--- src/rtl/muldiv_pkg.sv ---
// Shared constants for the EX-stage multiply/divide unit:
// operation codes, HI/LO read selects and FSM states.
package muldiv_pkg;

    localparam logic [2:0] OP_MULT  = 3'd0;
    localparam logic [2:0] OP_MULTU = 3'd1;
    localparam logic [2:0] OP_DIV   = 3'd2;
    localparam logic [2:0] OP_DIVU  = 3'd3;
    localparam logic [2:0] OP_MTHI  = 3'd4;
    localparam logic [2:0] OP_MTLO  = 3'd5;

    localparam logic [1:0] RD_NONE = 2'b00;
    localparam logic [1:0] RD_HI   = 2'b01;
    localparam logic [1:0] RD_LO   = 2'b10;

    typedef enum logic [1:0] {
        S_IDLE = 2'd0,
        S_RUN  = 2'd1,
        S_FIX  = 2'd2
    } state_e;

    function automatic logic is_muldiv(input logic [2:0] op);
        return (op == OP_MULT) || (op == OP_MULTU) ||
               (op == OP_DIV)  || (op == OP_DIVU);
    endfunction

    function automatic logic is_signed_op(input logic [2:0] op);
        return (op == OP_MULT) || (op == OP_DIV);
    endfunction

endpackage

--- src/rtl/muldiv_signfix.sv ---
// Conditional two's-complement negate, used for operand
// magnitudes at issue and for result sign correction.
module muldiv_signfix #(
    parameter int WIDTH = 32
) (
    input  logic             neg,
    input  logic [WIDTH-1:0] a,
    output logic [WIDTH-1:0] y
);

    // Negate when requested, otherwise pass through.
    always_comb begin
        y = a;
        if (neg) y = ~a + WIDTH'(1);
    end

endmodule

--- src/rtl/muldiv_unit.sv ---
// Iterative MULT/MULTU/DIV/DIVU unit with HI/LO registers,
// single-cycle MTHI/MTLO, and a stall request while busy.
module muldiv_unit
    import muldiv_pkg::*;
#(
    parameter int WIDTH = 32
) (
    input  logic             clk,
    input  logic             rst_n,
    input  logic             start,
    input  logic [2:0]       op,
    input  logic [WIDTH-1:0] src_a,
    input  logic [WIDTH-1:0] src_b,
    input  logic             flush,
    input  logic [1:0]       rd_sel,
    output logic [WIDTH-1:0] rd_data,
    output logic             busy,
    output logic             stall,
    output logic             done,
    output logic             div_zero
);

    localparam int CW = $clog2(WIDTH);

    state_e           state;
    state_e           state_nxt;
    logic [CW-1:0]    cnt;
    logic [WIDTH-1:0] hi;
    logic [WIDTH-1:0] lo;
    logic [WIDTH-1:0] rem_hi;
    logic [WIDTH-1:0] acc_lo;
    logic [WIDTH-1:0] opnd;
    logic             is_div;
    logic             neg_q;
    logic             neg_r;
    logic             div0;

    logic             accept;
    logic             go_md;
    logic             sign_a;
    logic             sign_b;
    logic [WIDTH-1:0] abs_a;
    logic [WIDTH-1:0] abs_b;
    logic [WIDTH:0]   mul_sum;
    logic [WIDTH:0]   div_sh;
    logic [WIDTH:0]   div_diff;
    logic [WIDTH-1:0] step_hi;
    logic [WIDTH-1:0] step_lo;
    logic [2*WIDTH-1:0] prod;
    logic [WIDTH-1:0] quo;
    logic [WIDTH-1:0] rmd;

    assign accept = start & ~flush & (state == S_IDLE);
    assign go_md  = accept & is_muldiv(op);
    assign sign_a = is_signed_op(op) & src_a[WIDTH-1];
    assign sign_b = is_signed_op(op) & src_b[WIDTH-1];
    assign busy   = (state != S_IDLE);
    assign stall  = busy & (start | (rd_sel == RD_HI) |
                            (rd_sel == RD_LO));

    muldiv_signfix #(.WIDTH(WIDTH)) u_abs_a (
        .neg (sign_a),
        .a   (src_a),
        .y   (abs_a)
    );

    muldiv_signfix #(.WIDTH(WIDTH)) u_abs_b (
        .neg (sign_b),
        .a   (src_b),
        .y   (abs_b)
    );

    muldiv_signfix #(.WIDTH(2*WIDTH)) u_fix_p (
        .neg (neg_q),
        .a   ({rem_hi, acc_lo}),
        .y   (prod)
    );

    muldiv_signfix #(.WIDTH(WIDTH)) u_fix_q (
        .neg (neg_q),
        .a   (acc_lo),
        .y   (quo)
    );

    muldiv_signfix #(.WIDTH(WIDTH)) u_fix_r (
        .neg (neg_r),
        .a   (rem_hi),
        .y   (rmd)
    );

    // Architectural register read, stale while busy.
    always_comb begin
        rd_data = '0;
        case (rd_sel)
            RD_HI:   rd_data = hi;
            RD_LO:   rd_data = lo;
            default: rd_data = '0;
        endcase
    end

    // One iteration: shift-add for multiply,
    // restoring subtract for divide.
    always_comb begin
        mul_sum  = {1'b0, rem_hi} +
                   (acc_lo[0] ? {1'b0, opnd} : '0);
        div_sh   = {rem_hi, acc_lo[WIDTH-1]};
        div_diff = div_sh - {1'b0, opnd};
        step_hi  = mul_sum[WIDTH:1];
        step_lo  = {mul_sum[0], acc_lo[WIDTH-1:1]};
        if (is_div) begin
            if (div_diff[WIDTH]) begin
                step_hi = div_sh[WIDTH-1:0];
                step_lo = {acc_lo[WIDTH-2:0], 1'b0};
            end else begin
                step_hi = div_diff[WIDTH-1:0];
                step_lo = {acc_lo[WIDTH-2:0], 1'b1};
            end
        end
    end

    // State register.
    always_ff @(posedge clk or negedge rst_n) begin
        if (!rst_n) state <= S_IDLE;
        else        state <= state_nxt;
    end

    // Next state: flush always returns to idle.
    always_comb begin
        state_nxt = state;
        case (state)
            S_IDLE:  if (go_md) state_nxt = S_RUN;
            S_RUN:   if (cnt == '0) state_nxt = S_FIX;
            S_FIX:   state_nxt = S_IDLE;
            default: state_nxt = S_IDLE;
        endcase
        if (flush) state_nxt = S_IDLE;
    end

    // Datapath, HI/LO commit and completion pulses.
    always_ff @(posedge clk or negedge rst_n) begin
        if (!rst_n) begin
            cnt      <= '0;
            hi       <= '0;
            lo       <= '0;
            rem_hi   <= '0;
            acc_lo   <= '0;
            opnd     <= '0;
            is_div   <= 1'b0;
            neg_q    <= 1'b0;
            neg_r    <= 1'b0;
            div0     <= 1'b0;
            done     <= 1'b0;
            div_zero <= 1'b0;
        end else begin
            done     <= 1'b0;
            div_zero <= 1'b0;
            case (state)
                S_IDLE: begin
                    if (go_md) begin
                        rem_hi <= '0;
                        acc_lo <= abs_a;
                        opnd   <= abs_b;
                        is_div <= (op == OP_DIV) |
                                  (op == OP_DIVU);
                        neg_q  <= sign_a ^ sign_b;
                        neg_r  <= sign_a;
                        div0   <= ((op == OP_DIV) |
                                   (op == OP_DIVU)) &
                                  (src_b == '0);
                        cnt    <= CW'(WIDTH - 1);
                    end else if (accept && op == OP_MTHI) begin
                        hi <= src_a;
                    end else if (accept && op == OP_MTLO) begin
                        lo <= src_a;
                    end
                end
                S_RUN: begin
                    rem_hi <= step_hi;
                    acc_lo <= step_lo;
                    if (cnt != '0) cnt <= cnt - CW'(1);
                end
                S_FIX: begin
                    if (!flush) begin
                        if (is_div) begin
                            hi <= rmd;
                            lo <= div0 ? '1 : quo;
                        end else begin
                            hi <= prod[2*WIDTH-1:WIDTH];
                            lo <= prod[WIDTH-1:0];
                        end
                        done     <= 1'b1;
                        div_zero <= div0;
                    end
                end
                default: ;
            endcase
        end
    end

endmodule

--- config.mk ---
export PLATFORM = sky130hd
export DESIGN_NAME = muldiv_unit
export DESIGN_NICKNAME = d
export VERILOG_FILES = /design/src/rtl/muldiv_pkg.sv /design/src/rtl/muldiv_signfix.sv /design/src/rtl/muldiv_unit.sv
export SDC_FILE = /design/constraint.sdc
export NUM_CORES = 1
export LEC_CHECK = 0
export BUFFER_PORTS_ARGS = -buffer_cell sky130_fd_sc_hd__buf_2
export CORE_ASPECT_RATIO = 0.7
export CORE_MARGIN = 2
export CORE_UTILIZATION = 50
export CTS_BUF_LIST = sky130_fd_sc_hd__clkbuf_8
export DETAILED_ROUTE_END_ITERATION = 6
export HOLD_SLACK_MARGIN = 0.06
export PLACE_DENSITY = 0.7
export SETUP_SLACK_MARGIN = 0.05
export SYNTH_ARGS = -nofsm -noshare
export SYNTH_HDL_FRONTEND = slang
export SYNTH_SLANG_ARGS = --single-unit
export TNS_END_PERCENT = 100
--- constraint.sdc ---
create_clock -name clk -period 8.9 [get_ports clk]
set_input_delay 0.445 -clock clk [delete_from_list [all_inputs] [get_ports clk]]
set_output_delay 0.445 -clock clk [all_outputs]
set_load 0.005 [all_outputs]
======== Word-level counts from Yosys, hierarchy flattened ========
Cells that the tools add are included.
storage, ports and cells
  bits in registers ....................... 173
  bits in latches ......................... 0
  bits in writable memories ............... 0
  bits in read-only memories .............. 0
  bits of input ports ..................... 73
  output and inout bits ................... 36
  word-level logic and storage cells ...... 114
  memories kept ........................... 0
operators by class
  add/subtract/negate cells ............... 8
  multiply operators ...................... 0
  div/mod/pow operators ................... 0
  magnitude comparators ................... 0
  eq/ne operators ......................... 18
  shifts and indexed selects .............. 0
  mux-type cells .......................... 38
  bitwise gates (word level) .............. 17
  reductions and logical operators ........ 20
operators with widths
  operator                                       number
  2-to-1 mux 32 bit                              20
  case mux 32 bit (2 select lines)               5
  adder 32 x 1 -> 32 bit, second input constant  4
  NOT 32 bit                                     4
  adder 64 x 1 -> 64 bit, second input constant  1
  2-to-1 mux 64 bit                              1
  NOT 64 bit                                     1
  adder 32 x 32 -> 33 bit                        1
  subtractor 33 x 32 -> 33 bit                   1
  zero test 32 bit                               1
  2-to-1 mux 5 bit                               2
  != test 2 bit, second input constant           5
  case mux 5 bit (2 select lines)                1
  bitwise AND 1 bit                              7
  == test 3 x 2 -> 1 bit, second input constant  2
  == test 3 bit, second input constant           2
  2-to-1 mux 2 bit                               3
  != test 3 bit, second input constant           2
  AND reduction 2 bit                            3
  nonzero test 2 bit                             3
  zero test 5 bit                                1
  2-to-1 mux 1 bit                               5
  AND reduction 5 bit                            1
  nonzero test 5 bit                             1
  15 further kinds                               24

======== Longest topological paths before layout ========
Gate-level depths: netlist of the first run.
  depth after elaboration ................. 8
  gate-level depth with buffers ........... 15
  mapped depth without buffers ............ 14

======== Modules after synthesis ========
A second synthesis of the first run with hierarchy kept.
second synthesis, totals
  cell total of the unflattened synthesis .. 2185
  area total of the unflattened synthesis .. 17494.3 sq um
by module, submodules not included
  module                        instances  cells each  area each (sq um)  seq. area each (sq um)
  muldiv_unit                   1          1583        12737.2            4329.2
  muldiv_signfix (u_abs_a ...)  4          99          777.0              0.0
  muldiv_signfix (u_fix_p)      1          206         1649.1             0.0

======== Least setup slack after synthesis of the first run ========
No wires, ideal clock.
  kind .................................... flip-flop to flip-flop
  start ................................... register acc_lo[0]
  end ..................................... register rem_hi[28]
  library setup time ...................... 94 ps
  arrival ................................. 3105 ps
  data required time ...................... 8806 ps
  path slack .............................. 5701 ps
  stages on the path, launching flop included .. 16
  path buffers ............................ 2
  period minus slack after synthesis ...... 3199 ps
  cells stage by stage .................... dfrtp_1 > clkbuf_1 > inv_1 > clkbuf_1 > nor2_1 > ha_1 > a21oi_1 > o311a_1 > a211oi_1 > o31ai_1 > a21oi_1 > o41ai_1 > o21ai_0 > a31oi_1 > xor2_1 > a211oi_1
between the ends
  longest elaborated chain between the ends .. 4
RTL lines
  item                              line                text
  from (decl)                       muldiv_unit.sv:31   logic [WIDTH-1:0] acc_lo;
  from (signal assigned)            muldiv_unit.sv:161  acc_lo <= abs_a;
  from (signal assigned)            muldiv_unit.sv:179  acc_lo <= step_lo;
  2-to-1 mux 32 bit                 muldiv_unit.sv:105  (acc_lo[0] ? {1'b0, opnd} : '0);
  adder 32 x 32 -> 33 bit           muldiv_unit.sv:104  mul_sum = {1'b0, rem_hi} +
  2-to-1 mux 32 bit                 muldiv_unit.sv:110  if (is_div) begin
  case mux 32 bit (2 select lines)  muldiv_unit.sv:157  case (state)
  to (signal assigned)              muldiv_unit.sv:178  rem_hi <= step_hi;
  to (decl)                         muldiv_unit.sv:30   logic [WIDTH-1:0] rem_hi;
Every way passes these cells.
A chain may end at the register's enable or synchronous reset.

======== Worst setup path after layout of the first run ========
  start ................................... register acc_lo[0]
  end ..................................... register rem_hi[29]
The elaborated chain is that of the path after synthesis.

==> results of run 1 <==
## routing by layer
metal | track usage, % | routed length, um | up-vias
li1 | - | - | 6841
met3 | 6.90 | 5260 | 43
met4 | 7.18 | 717 | 0
met1 | 49.5 | 23200 | 7000
met5 | 0 | 0 | -
met2 | 43.7 | 19200 | 712
## synth_stat cells (12+ instances only)
cell	number
a21o_1	30
inv_1	69
o21bai_1	12
or3_1	13
nor4_1	12
o22ai_1	34
dfrtp_1	173
mux2i_1	45
o31ai_1	26
nand2b_1	16
o21ai_1	18
nand2_1	203
xnor2_1	123
clkbuf_1	105
o21ai_0	178
nor2_1	201
xor2_1	53
a22oi_1	52
nand3_1	30
a21oi_1	177
a211oi_1	37
nor2b_1	13
ha_1	72
nor3_1	37
a31oi_1	16
## critical path, cell delays in order (launching register included)
cell	delay, ns
dfrtp_1	0.51
inv_1	0.77
nor2_1	0.16
ha_1	0.39
nor2b_1	0.20
o21bai_1	0.08
a21oi_1	0.20
o31ai_1	0.15
o31a_1	0.33
o31ai_1	0.58
a41oi_1	0.25
xnor2_1	0.18
a22oi_1	0.14
o21ai_0	0.11
## report_power, final
| group | internal, mW | switching [mW] | leakage (nW) |
|---|---|---|---|
| Sequential | 0.990 | 0.378 | 2.17 |
| Clock | 0.213 | 0.375 | 0.200 |
| Combinational | 1.06 | 1.55 | 4.61 |
## logic make-up (layout without fill, tap and decap cells)
logic type	Yosys count	count (layout)	share of synthesized area [%]
mux	47	47	3.21
buf+inv	192	226	5.08
compound gates	650	650	27.1
xor+xnor	176	176	10.5
flops	173	173	29.4
fa+ha+maj	74	74	6.39
simple gates	587	587	18.3
other cells	0	3	0
## how the worst max path moves through the flow
stage / from / to / slack (ns)
3_5_place_dp: acc_lo[0] / rem_hi[29] / 4.80
2_1_floorplan: acc_lo[0] / rem_hi[28] / 5.70
3_3_place_gp: acc_lo[0] / rem_hi[29] / 4.92
5_1_grt: acc_lo[0] / rem_hi[28] / 4.39
6_report: acc_lo[0] / rem_hi[29] / 4.70
4_1_cts: acc_lo[0] / rem_hi[29] / 4.78
## cells in the final DEF (no fill, tap or decap), types with 17 or more instances in the layout
cell / synthesis / routed
a22oi_1: 52 / 52
o21ai_0: 178 / 178
a211oi_1: 37 / 37
clkbuf_8: 0 / 17
nand3_1: 30 / 30
a21oi_1: 177 / 177
dfrtp_1: 173 / 172
mux2i_1: 45 / 45
inv_1: 69 / 69
ha_1: 72 / 72
nor3_1: 37 / 37
nor2_1: 201 / 200
o22ai_1: 34 / 34
nand2_1: 203 / 202
buf_2: 7 / 107
a21o_1: 30 / 30
o31ai_1: 26 / 26
xor2_1: 53 / 53
xnor2_1: 123 / 123
## state kept, by name (all words and copies together) (netlist names)
register	cells
neg_r	1
rem_hi	32
lo	32
done	1
cnt	5
state	2
hi	32
opnd	32
div_zero	1
is_div	1
div0	1
neg_q	1
acc_lo	32
## stage by stage
stage	cell area [um^2]	power (mW)	setup WS, ns	utilization, %	hold slack [ns]
after detailed placement	15400	3.91	4.80	53.3	0.410
after global placement	15400	3.85	4.92	53.3	0.407
after global routing	15900	4.90	4.39	54.8	0.139
after CTS	15900	4.51	4.78	54.8	0.129
final	15900	4.57	4.70	54.8	0.156
after floorplan	14700	3.23	5.70	-	0.149
## area by class of cell
type | instances | area (um^2)
fill | 2772 | 13100
multi-input combinational | 1534 | 9710
sequential | 173 | 4330
timing repair buffer | 125 | 677
tap | 378 | 473
inverter | 69 | 259
clock buffer | 17 | 234
clock inverter | 15 | 170
antenna | 3 | 7.51
==> impl_metrics.tcl, run 1 <==
set metrics [dict create \
    synth_area_leader_cell "dfrtp_1" \
    post-cts-setup-buffers 0 \
    cts_made_buffers 17 \
    areaGrowthSynthToFinish_pct 7.67 \
    final_antenna_net_count 0 \
    reg2reg_slack_ns 4.70 \
    grt_max_degree 77 \
    rr_worst_depth 13 \
    whs_endpoint "state[0]" \
    avgSynthCellArea_um2 7.76 \
    place_hpwl_um 35800 \
    h-tree-depth 4 \
    start_util_pct 50.9 \
    synth_edf_count 0 \
    min_period_ns 4.20 \
    fp.dieH_um 148 \
    viasPerCell 6.31 \
    drv_cap 0 \
    layout-drive-gt1-share_pct 10.1 \
    clockBufferDepth 2 \
    clkSlewWorstSetupHoldPaths_ns 0.12 \
    drtIter0Drc 1423 \
    worst_pin_slew_ns 1.11 \
    post-route-period-util_pct 47.1 \
    r2r-start "acc_lo[0]" \
    ys_seq_area_share_pct 29.4 \
    p_leak_nw 6.98 \
    async_flop_share_pct 100 \
    dp_cells 2278 \
    synth.area.top_cells "dfrtp_1 (29%), xnor2_1 (7.3%), ha_1 (6.1%)" \
    first_pass_iters 5 \
    worstHoldStart "flush" \
    cp-start-kind "register" \
    track_usage_pct 31.6 \
    antenna_found_initial 1 \
    slew_headroom_pct 26.0 \
    grt_pass1_wl_um 76800 \
    clkSinkCount 173 \
    crit_arrival_ns 4.54 \
    hold_path_depth 2 \
    path_class "register to register" \
    num_rows 52 \
    ys.flop_type "dfrtp_1" \
    p_per_area_nw_per_um2 288 \
    worstSkewPairLatency_ns 0.51 \
    worst_clock_skew_ns 0.0324 \
    cts_tree "done" \
    wire_per_inst_um 20.9 \
    overflow 0 \
    yosys_warnings 0 \
    end_kind "register" \
    port_buffers 108 \
    setup_viol 0 \
    post-route-drc-count 0 \
    fin_tns_setup_ns 0 \
    grt_setup_unrepaired "false" \
    cts.repair.resized 0 \
    stdcell_count 2314 \
    synthCells 1899 \
    vias 14600 \
    outcome "finished clean" \
    cts_root_buffer "clkbuf_8" \
    die_x_um 209 \
    min_path_type "input port to register" \
    timing.fmax_mhz 238 \
    netlist_area_um2 14700 \
    synthDistinctLibCells 76 \
    critical_path.max_fanout 31 \
    r2r-end "rem_hi[29]" \
    synth_top_area_share_pct 29.4 \
    syn_nets 2046 \
    hold_viol 0 \
    finalNetCount 2067 \
    cp.required_ns 9.25 \
    postCtsHoldBufs 1 \
    ys_ff_latch 173 \
    place_congestion 0.948 \
    slew_violations 0 \
    io_pins 109 \
    dieArea_um2 30900 \
    drt_wl_total_um 48300 \
    grt_pass1_vias 13400 \
    core_um2 29000 \
    ir_drop_mv 0.160 \
]
Note: power is estimated with default switching activity, not from simulation.
==> run 2, diff against run 1 <==
--- a/config.mk
+++ b/config.mk
@@ -12,7 +12,7 @@
 export CTS_BUF_LIST = sky130_fd_sc_hd__clkbuf_8
 export DETAILED_ROUTE_END_ITERATION = 6
 export HOLD_SLACK_MARGIN = 0.06
-export PLACE_DENSITY = 0.7
+export PLACE_DENSITY = 0.73
 export SETUP_SLACK_MARGIN = 0.05
 export SYNTH_ARGS = -nofsm -noshare
 export SYNTH_HDL_FRONTEND = slang
==> constraint.sdc (replaced) <==
create_clock -name clk -period 3.7 [get_ports clk]
set_input_delay 0.185 -clock clk [delete_from_list [all_inputs] [get_ports clk]]
set_output_delay 0.185 -clock clk [all_outputs]
set_load 0.005 [all_outputs]
==> run 2 against run 1 <==
Against the previous run:
- setup slack worse by 4.5 ns
- sequential share of layout area decreased by 1.4 points
- largest power group unchanged
- critical path depth fell by 1
- worst hold slack got worse by 0.082 ns
- clock skew shrank 0.016 ns
- sequential power rose by 120%
- register-to-register slack got worse by 4.5 ns
- flip-flop and latch count did not move
- critical path type unchanged
- fmax rose by 18%
- first-iteration DRC count grew 24%
- utilization up 3.1 points
- global-route usage rose by 0.70 points
==> impl_metrics.tcl, run 2 (synthesis gave the netlist of run 1 again) <==
set metrics [dict create \
    outcome "finished clean" \
    power_frac_clock_pct 12.2 \
    io_pins 109 \
    power_frac_seq_pct 26.7 \
    clkSinkCount 173 \
    setup_viol 0 \
    worstSkewPairLatency_ns 0.51 \
    p_per_area_nw_per_um2 688 \
    ir_drop_mv 0.339 \
    worstHoldStart "src_a[4]" \
    cp-start-kind "register" \
    port_buffers 108 \
    first_pass_iters 6 \
    p_leak_nw 7.44 \
    critical_path.max_fanout 5 \
    slew_headroom_pct 24.5 \
    whs_endpoint "hi[4]" \
    fp.dieH_um 148 \
    fin_tns_setup_ns 0 \
    cts_tree "done" \
    cts_root_buffer "clkbuf_8" \
    timing.fmax_mhz 282 \
    grt_pass1_vias 13700 \
    grt_max_degree 99 \
    grt_pass1_wl_um 77700 \
    worst_clock_skew_ns 0.0168 \
    stdcell_count 2409 \
    r2r-start "acc_lo[0]" \
    min_path_type "input port to register" \
    clkSlewWorstSetupHoldPaths_ns 0.10 \
    crit_arrival_ns 3.96 \
    min_period_ns 3.54 \
    areaGrowthSynthToFinish_pct 13.7 \
    clockBufferDepth 2 \
    grt_setup_unrepaired "false" \
    h-tree-depth 4 \
    path_class "register to register" \
    switching_share_pct 48.5 \
    start_util_pct 50.9 \
    place_hpwl_um 37400 \
    rr_worst_depth 12 \
    diodes 0 \
    dp_cells 2322 \
    wire_per_inst_um 20.7 \
    drt_wl_total_um 50000 \
    final_antenna_net_count 0 \
    overflow 0 \
    post-route-period-util_pct 95.8 \
    hold_viol 0 \
    switching_power_mw 5.59 \
    drv_cap 0 \
    vias 15000 \
    cp.required_ns 4.12 \
    hold_path_depth 3 \
    worst_pin_slew_ns 1.13 \
    finish.utilization_pct 57.8 \
    p_comb_share_pct 61.1 \
    track_usage_pct 32.3 \
    layout-drive-gt1-share_pct 12.0 \
    r2r-end "rem_hi[30]" \
    final_common_cell "nand2_1" \
    slew_violations 0 \
    core_um2 29000 \
    post-route-drc-count 0 \
    reg2reg_slack_ns 0.16 \
    die_x_um 209 \
    internal_power_mw 5.93 \
    final_cell_mix "nand2_1 (202), nor2_1 (200), o21ai_0 (178)" \
    num_rows 52 \
    viasPerCell 6.21 \
    place_congestion 0.971 \
    drtIter0Drc 1771 \
    antenna_found_initial 0 \
    end_kind "register" \
    dieArea_um2 30900 \
    cts_made_buffers 17 \
    finalNetCount 2165 \
]
==> run 2: cell type report <==
cell class	count	area [um^2]
multi-input cells	1534	9720
clock buffers	17	234
inverters	69	259
fillers	2641	12200
flip-flops and latches	173	4330
repair buffers	223	1570
well taps	378	473
clock inverters	15	160
==> run 2: power by group through the flow <==
stage | clock, mW | combinational [mW] | sequential, mW
6_report | 1.41 | 7.04 | 3.07
5_1_grt | 1.49 | 7.69 | 3.13
4_1_cts | 1.42 | 6.82 | 3.04
3_5_place_dp | 0 | 6.73 | 3.08
3_3_place_gp | 0 | 6.64 | 3.06
2_1_floorplan | 0 | 4.91 | 2.86
==> run 2: how the worst max path moves through the flow <==
stage	start	end
after floorplan	acc_lo[0]	rem_hi[28]
after global placement	acc_lo[31]	rem_hi[7]
after detailed placement	acc_lo[31]	rem_hi[17]
after CTS	acc_lo[31]	rem_hi[17]
after global routing	acc_lo[31]	rem_hi[3]
final	acc_lo[0]	rem_hi[30]
==> run 2: critical path, stage by stage, from the launching register on <==
cell and delay, ns:
dfrtp_1 0.41, inv_1 0.17, nor2_1 0.08, ha_1 0.35, nand2_1 0.09, o311a_1 0.39
a211oi_1 0.44, or3_1 0.20, a21oi_1 0.14, nor4_1 0.66, or4_1 0.21, a21oi_1 0.07
a211oi_1 0.24
==> run 2: timing repair <==
| item | CTS | global route |
|---|---|---|
| endpoints found under the setup margin | 0 | 30 |
| buffers inserted | 0 | 3 |
| hold buffers | 52 | 0 |
| gates resized for setup | 0 | 4 |
| endpoints found under the hold margin | 124 | 0 |
==> run 2: metal layers <==
metal,track usage [%],wire length [um]
met2,43.4,19600
met5,0,0
met3,11.5,6070
met4,8.11,984
met1,48.5,23300
==> run 2: through the flow <==
stage	power [mW]	setup WS, ns	cell area [um^2]	hold WS (ns)
after floorplan	7.77	0.501	14700	-0.111
after global placement	9.70	0.201	15800	0.287
after detailed placement	9.81	0.0942	15800	0.291
after CTS	11.3	0.0772	16700	0.0605
after global routing	12.3	0.0550	16700	0.0834
final	11.5	0.157	16700	0.0736
